[config.mk]
export PLATFORM = sky130hd
export DESIGN_NAME = vga_timing_gen
export DESIGN_NICKNAME = d
export VERILOG_FILES = /design/src/rtl/vga_timing_gen.sv
export SDC_FILE = /design/constraint.sdc
export NUM_CORES = 1
export LEC_CHECK = 0
export BUFFER_PORTS_ARGS = -buffer_cell sky130_fd_sc_hd__buf_2
export CORE_ASPECT_RATIO = 1.2
export CORE_MARGIN = 4
export CORE_UTILIZATION = 30
export CTS_BUF_LIST = sky130_fd_sc_hd__clkbuf_8 sky130_fd_sc_hd__clkbuf_16
export CTS_CLUSTER_DIAMETER = 50
export DETAILED_ROUTE_END_ITERATION = 8
export GPL_TIMING_DRIVEN = 0
export MAX_ROUTING_LAYER = met4
export PLACE_DENSITY = 0.58
export SLEW_MARGIN = 20
export SYNTH_ARGS = -nofsm -noshare
export SYNTH_HDL_FRONTEND = slang
export SYNTH_SLANG_ARGS = --single-unit
[constraint.sdc]
create_clock -name clk -period 3.3 [get_ports clk]
set_input_delay 0.165 -clock clk [delete_from_list [all_inputs] [get_ports clk]]
set_output_delay 0.165 -clock clk [all_outputs]
set_load 0.005 [all_outputs]
[src/rtl/vga_timing_gen.sv]
// VGA raster timing generator: pixel-rate strobe, free-running h/v counters,
// active-low syncs, visible-area flag and line/frame strobes, all registered.
module vga_timing_gen #(
  parameter int CLK_DIV  = 4,
  parameter int H_SYNC   = 96,
  parameter int H_BP     = 48,
  parameter int H_ACTIVE = 640,
  parameter int H_TOTAL  = 800,
  parameter int V_SYNC   = 2,
  parameter int V_BP     = 33,
  parameter int V_ACTIVE = 480,
  parameter int V_TOTAL  = 525
) (
  input  logic       clk,
  input  logic       rst,
  output logic       pix_en,
  output logic [9:0] hCount,
  output logic [9:0] vCount,
  output logic       hSync,
  output logic       vSync,
  output logic       bright,
  output logic       line_tick,
  output logic       frame_tick
);

  localparam logic [3:0]  L_DIV_MAX = 4'(CLK_DIV - 1);
  localparam logic [9:0]  L_H_MAX   = 10'(H_TOTAL - 1);
  localparam logic [9:0]  L_V_MAX   = 10'(V_TOTAL - 1);
  localparam logic [9:0]  L_H_SYNC  = 10'(H_SYNC);
  localparam logic [9:0]  L_V_SYNC  = 10'(V_SYNC);
  // Window bounds are 11 bits so an active area ending at 1024 still compares correctly.
  localparam logic [10:0] L_H_ON    = 11'(H_SYNC + H_BP);
  localparam logic [10:0] L_H_OFF   = 11'(H_SYNC + H_BP + H_ACTIVE);
  localparam logic [10:0] L_V_ON    = 11'(V_SYNC + V_BP);
  localparam logic [10:0] L_V_OFF   = 11'(V_SYNC + V_BP + V_ACTIVE);
  localparam logic        L_PIX_RST = (CLK_DIV == 1) ? 1'b1 : 1'b0;

  logic [3:0] r_div_cnt;
  logic [3:0] w_div_next;
  logic [9:0] r_h_cnt;
  logic [9:0] r_v_cnt;
  logic [9:0] w_h_next;
  logic [9:0] w_v_next;
  logic       w_pix_en;
  logic       w_h_wrap;
  logic       w_v_wrap;
  logic       r_pix_en;
  logic       r_hsync;
  logic       r_vsync;
  logic       r_bright;
  logic       r_line_tick;
  logic       r_frame_tick;

  // Next-state divider and raster counters; counters only move on a pixel strobe.
  always_comb begin
    w_pix_en = (r_div_cnt == L_DIV_MAX);
    w_h_wrap = (r_h_cnt == L_H_MAX);
    w_v_wrap = (r_v_cnt == L_V_MAX);
    w_h_next = r_h_cnt;
    w_v_next = r_v_cnt;
    if (w_pix_en) begin
      w_div_next = 4'd0;
      if (w_h_wrap) begin
        w_h_next = 10'd0;
        if (w_v_wrap) begin
          w_v_next = 10'd0;
        end else begin
          w_v_next = r_v_cnt + 10'd1;
        end
      end else begin
        w_h_next = r_h_cnt + 10'd1;
      end
    end else begin
      w_div_next = r_div_cnt + 4'd1;
    end
  end

  // State and derived outputs, decoded from next-state counters for zero skew.
  always_ff @(posedge clk or posedge rst) begin
    if (rst) begin
      r_div_cnt    <= 4'd0;
      r_h_cnt      <= 10'd0;
      r_v_cnt      <= 10'd0;
      r_pix_en     <= L_PIX_RST;
      r_hsync      <= 1'b0;
      r_vsync      <= 1'b0;
      r_bright     <= 1'b0;
      r_line_tick  <= 1'b0;
      r_frame_tick <= 1'b0;
    end else begin
      r_div_cnt    <= w_div_next;
      r_h_cnt      <= w_h_next;
      r_v_cnt      <= w_v_next;
      r_pix_en     <= (w_div_next == L_DIV_MAX);
      r_hsync      <= (w_h_next >= L_H_SYNC);
      r_vsync      <= (w_v_next >= L_V_SYNC);
      r_bright     <= ({1'b0, w_h_next} >= L_H_ON) && ({1'b0, w_h_next} < L_H_OFF) &&
                      ({1'b0, w_v_next} >= L_V_ON) && ({1'b0, w_v_next} < L_V_OFF);
      r_line_tick  <= w_pix_en & w_h_wrap;
      r_frame_tick <= w_pix_en & w_h_wrap & w_v_wrap;
    end
  end

  assign pix_en     = r_pix_en;
  assign hCount     = r_h_cnt;
  assign vCount     = r_v_cnt;
  assign hSync      = r_hsync;
  assign vSync      = r_vsync;
  assign bright     = r_bright;
  assign line_tick  = r_line_tick;
  assign frame_tick = r_frame_tick;

endmodule

==> results.ini, run 1 <==
[cts]
cts_root_buf=clkbuf_8
cts-buffers-inserted=5
htreeDepth=2
post-cts-setup-buffers=0
cts_tree=done
cts_sinks=30
insertion_delay_ns=0.29
clock_tree.buffer_depth=2
cts.clk_slew.worst_paths_ns=0.07

[synthesis]
syn_nets=157
syn_inst=150
ys_seq_area_share_pct=49.50
yosysTopAreaCellShare_pct=49.50
yosys.area.top_type=dfrtp_1
avgSynthCellArea_sq_um=10.11
syn_area_sq_um=1516
async_flop_share_pct=100.0
synth_ff_type=dfrtp_1
ys_types=40
synth-edff-count=0
yosys_warnings=0
ys_ff_latch=30
ys_top_cells_by_area=dfrtp_1 50%, xnor2_1 4.6%, ha_1 4.1%

[timing]
fin_crit_sh_pct=89.90
hold_viol=0
clock.fmax_ghz=0.3371
fin_crit_ns=2.967
drv_slew=0
fin_skew_ns=0.01296
worstMarginPinSlew_ns=0.9826
slew_headroom_pct=33.89
rsz0062_at_grt=false
setup_violations=0
setup_tns_ns=0

[critical_path]
critPathLaunch=r_div_cnt[0]$_DFF_PP0_
crit_arrival_ns=3.15
worstReg2RegStart=r_div_cnt[0]$_DFF_PP0_
crit_type=flop to flop
worst_setup_path_start_kind=flop
cp_max_fo=10
worstPathRequired_ns=3.48
end_kind=flop

[global_route]
grt_pass1_vias=1302
antenna_found_initial=0
track_usage_pct=12.52
grt-ovfl-total=0
grt_pass1_wl_mm=5.961
grt_start_max_net_pins=31

[die]
coreArea_sq_um=4905
num_rows=28
dieWidth_microns=72.90
die-area_sq_um=6261
die_y_microns=85.88
start_util_pct=30.92
pin_count=28

[routing]
drc=0
drt_iter0_drc=26
routed_wl_mm=3.275
wl_per_cell_microns=13.31
wl_met3_microns=163
highest_layer=met4
wl_met1_mm=1.486
postRouteAntennaNets=0
first_pass_iters=4
vias=1234
viasPerCell=5.016
met2_length_mm=1.571

[power]
pwr-share-clk_pct=55.1
swShare_pct=17.60
power_frac_seq_pct=43.8
internal-power_uw=691.0
peakVddDrop_v=0.0002518
p_leak_uw=0.0009329
pwr-share-comb_pct=1.0
p_per_area_nw_per_um2=444.2
p_sw_uw=147.6

[run]
maxCapViolCount=0

[hold_path]
hold_path.class=flop to flop
min_from=r_div_cnt[0]$_DFF_PP0_

[run_status]
status=completed

[placement]
place_hpwl_mm=2.447
dpl.cell_count=237
gp_congestion=0.7849
portBuffers=27

[layout]
nFillCells=537
antennaDiodeCount=0
syn2layout_area_growth_pct=24.50
stdcell_count=246
drive_gt1_share_pct=24.19
fin_nets=192

synth_stat cells (2+ instances only):
master and n:
dfrtp_1 30, inv_1 13, nand2_1 13, nand3_1 10, nor3_1 9, nor2_1 8
xnor2_1 8, ha_1 5, nand4_1 5, o21ai_1 5, xor2_1 4, and3_1 3
nor3b_1 3, or3_1 3, a21oi_1 2, buf_6 2, nor4_1 2, o21ai_0 2
or4_4 2
worst paths after layout:
path,endpoint,slack (ns),cells past startpoint
max,bright$_DFF_PP0_,0.33,9
min reg2reg,r_div_cnt[0]$_DFF_PP0_,0.49,1
min,r_div_cnt[0]$_DFF_PP0_,0.49,1
min in group asynchronous,pix_en$_DFF_PP0_,0.51,3
max in group asynchronous,vCount[1]$_DFF_PP0_,2.38,3
max reg2reg,bright$_DFF_PP0_,0.33,9
critical path, stage by stage (launching register included):
cell      delay (ns)
dfrtp_1         0.40
ha_1            0.21
or3b_1          0.37
buf_6           0.15
or4_1           0.56
nor3_1          0.26
xor2_1          0.13
nor3_1          0.34
nand4_1         0.17
a221oi_2        0.27
layout by cell type, fill, tap and decap left out, types with 2 or more instances in the layout:
cell type | Yosys | final
bufinv_16 | 0 | 2
nor2_1 | 8 | 8
nor4_1 | 2 | 2
o21ai_0 | 2 | 2
a21oi_1 | 2 | 2
dfrtp_1 | 30 | 30
and3_1 | 3 | 3
nand2_1 | 13 | 13
ha_1 | 5 | 5
nor3b_1 | 3 | 3
o21ai_1 | 5 | 5
nor3_1 | 9 | 9
inv_1 | 13 | 12
nand4_1 | 5 | 5
clkbuf_8 | 0 | 6
or4_4 | 2 | 2
nand3_1 | 10 | 10
xnor2_1 | 8 | 8
or3_1 | 3 | 3
buf_2 | 0 | 27
xor2_1 | 4 | 4
buf_6 | 2 | 2
kinds of logic (layout without fill, tap and decap cells):
family	after synthesis	in the layout	synth area share [%]
simple gates	67	67	24.34
flops	30	30	49.50
compound gates	21	21	10.40
buf+inv	15	51	4.703
xor+xnor	12	12	6.931
fa+ha+maj	5	5	4.125
sequential cells by signal, summed over array words and instances, names as in the netlist:
name and flops:
r_div_cnt 4, bright 1, pix_en 1, vSync 1
line_tick 1, hSync 1, vCount 10, frame_tick 1
hCount 10
stage by stage:
stage,hold slack [ns],cell area [sq um],worst slack (ns),power (uW),utilization (%)
floorplan,0.2558,1516,0.6063,380.0,-
global placement,0.4786,1727,0.2097,382.8,35.20
detailed placement,0.2966,1727,0.1910,383.2,35.20
CTS,0.4973,1879,0.1478,850.4,38.32
global route,0.5345,1888,0.1117,868.8,38.49
finish,0.4936,1888,0.3332,838.6,38.49
power by group through the flow:
stage,clock [uW],combinational [uW],sequential (uW)
detailed placement,0,8.58,375
floorplan,0,5.44,375
global route,491,10.5,367
finish,462,8.51,368
CTS,473,9.41,368
global placement,0,8.17,375
routing by layer:
layer  vias to the layer above  track usage, %
li1                        603               -
met5                         -               -
met4                         0           4.530
met2                        25           19.62
met1                       601           15.16
met3                         5           3.751
timing repair:
action                     4_1_cts  5_1_grt
resized for setup                0        1
hold buffers                     1        0
hold endpoints to repair        30        0
setup endpoints to repair        0        1
final cells by class:
class	count	area (sq um)	area share, %
Clock inverter	2	60.06	3.181
Sequential cell	30	750.7	39.76
Buffer	2	22.52	1.193
Multi-Input combinational cell	105	703.2	37.24
Inverter	13	48.80	2.584
Tap cell	60	75.07	3.976
Clock buffer	6	82.58	4.374
Timing Repair Buffer	28	145.1	7.687
Note: power is estimated with default switching activity, not from simulation.
==> inputs of run 2 (changes only) <==
CORE_UTILIZATION = 50   (was 30)
PLACE_DENSITY = 0.83   (was 0.58)
==> run 2 against run 1 <==
  * The flow now finishes with violations (negative hold slack)
  * Flip-flop and latch count is the same
  * Register-to-register slack lost 0.02 ns
  * Total power shrank 20%
  * Routed wire length grew 3.8%
  * Via count grew 2.7%
  * Worst setup slack lost 0.020 ns
  * Fmax shrank 0.67%
==> results.ini, run 2 (synthesis gave the netlist of run 1 again) <==
[timing]
setup_violations=0
clock.fmax_ghz=0.3348
rsz0062_at_grt=false
worstMarginPinSlew_ns=0.7208
fin_crit_ns=2.987
setup_ws_ns=0.3132
drv_slew=0
slew_headroom_pct=51.55
hold_viol=30
fin_crit_sh_pct=90.51
fin_skew_ns=0.008567
hold_ws_ns=-0.04570
setup_tns_ns=0

[critical_path]
crit_type=flop to flop
crit_arrival_ns=3.18
worstPathRequired_ns=3.49
worst_setup_path_start_kind=flop
end_kind=flop
cp_max_fo=10

[cts]
cts-buffers-inserted=5
cts_tree=done
insertion_delay_ns=0.28
cts_sinks=30
cts_hold_buf=0
clock_tree.buffer_depth=2
cts.clk_slew.worst_paths_ns=0.06
htreeDepth=2
cts_root_buf=clkbuf_8

[die]
die-area_sq_um=3982
dieWidth_microns=58.28
pin_count=28
start_util_pct=53.44
die_y_microns=68.33
coreArea_sq_um=2838
num_rows=21

[routing]
postRouteAntennaNets=0
viasPerCell=5.785
drc=0
drt_iter0_drc=66
vias=1267
wl_per_cell_microns=15.52
routed_wl_mm=3.399
first_pass_iters=4

[layout]
drive_gt1_share_pct=24.32
regArea_sq_um=750.7
multiInputGateArea_sq_um=709.4
syn2layout_area_growth_pct=18.73
final_cell_mix=30 x dfrtp_1, 27 x buf_2, 13 x inv_1, 13 x nand2_1, 10 x nand3_1
design_area_sq_um=1800
stdcell_count=219
final_common_cell=dfrtp_1
antennaDiodeCount=0
nFillCells=240
fin_nets=191

[global_route]
grt_pass1_vias=1303
grt_pass1_wl_mm=5.802
antenna_found_initial=0
grt-ovfl-total=0
track_usage_pct=20.00
grt_start_max_net_pins=31

[placement]
portBuffers=27
place_hpwl_mm=2.414
place_area_sq_um=1694
gp_congestion=0.9197
place_worst_setup_slack_ns=0.2210
dpl.cell_count=211

[run_status]
status=complete, but fails checks
violations=negative hold slack

[power]
p_per_area_nw_per_um2=372.7
p_leak_uw=0.0009112
peakVddDrop_v=0.0003095

[hold_path]
hold_path.class=input port to async pin

[run]
maxCapViolCount=0

run 2: cell types whose count changed in the layout (fill, tap and decap cells not counted):
cell / change
clkinv_2: +1
nor4_2: +1
bufinv_16: -2
inv_1: +1
nor4_1: -1
dlygate4sd3_1: -1
run 2: path summary, 6_finish.rpt:
check / to / from / cells past startpoint / slack, ns
max in group asynchronous: hCount[5]$_DFF_PP0_ / rst / 2 / 2.93
min: frame_tick$_DFF_PP0_ / rst / 2 / -0.05
max: bright$_DFF_PP0_ / r_div_cnt[0]$_DFF_PP0_ / 10 / 0.31
max reg2reg: bright$_DFF_PP0_ / r_div_cnt[0]$_DFF_PP0_ / 10 / 0.31
min reg2reg: r_div_cnt[0]$_DFF_PP0_ / r_div_cnt[0]$_DFF_PP0_ / 1 / 0.50
min in group clk: r_div_cnt[0]$_DFF_PP0_ / r_div_cnt[0]$_DFF_PP0_ / 1 / 0.50
run 2: layout make-up:
type / count / area share [%]
clock inverters: 2 / 0.4864
repair buffers: 27 / 7.505
clock buffers: 6 / 4.587
well taps: 34 / 2.363
flip-flops and latches: 30 / 41.70
plain buffers: 2 / 1.251
multi-input cells: 105 / 39.40
inverters: 13 / 2.710
run 2: layer usage:
layer	vias up	GRT usage, %	share of wire, %
met5	-	-	0
met4	0	11.88	1.7
met3	5	5.094	5.7
met2	37	33.52	51
met1	624	21.22	42
li1	601	-	-
run 2: what timing repair did:
action	4_1_cts	5_1_grt
buffers inserted	0	0
resized for setup	0	1
endpoints found under the setup margin	0	1
run 2: through the flow:
step | utilization [%] | total power, uW
3_3_place_gp | 59.70 | 382.4
2_1_floorplan | - | 380.0
6_report | 63.45 | 671.0
5_1_grt | 63.45 | 697.1
4_1_cts | 62.92 | 681.2
3_5_place_dp | 59.70 | 382.7
run 2: report_power, final:
group          internal (uW)  switching [uW]  leakage (uW)
clock                    165             131     0.0000524
sequential               368               0      0.000405
combinational          0.540            6.99      0.000454
run 2: worst max-delay path: stages (launching register included):
cell and delay [ns]:
dfrtp_1 0.39, ha_1 0.21, or3b_1 0.37, buf_6 0.15
or4_4 0.48, buf_6 0.15, or2_1 0.27, o32ai_1 0.39
o41a_1 0.19, o21bai_1 0.07, a221oi_2 0.21
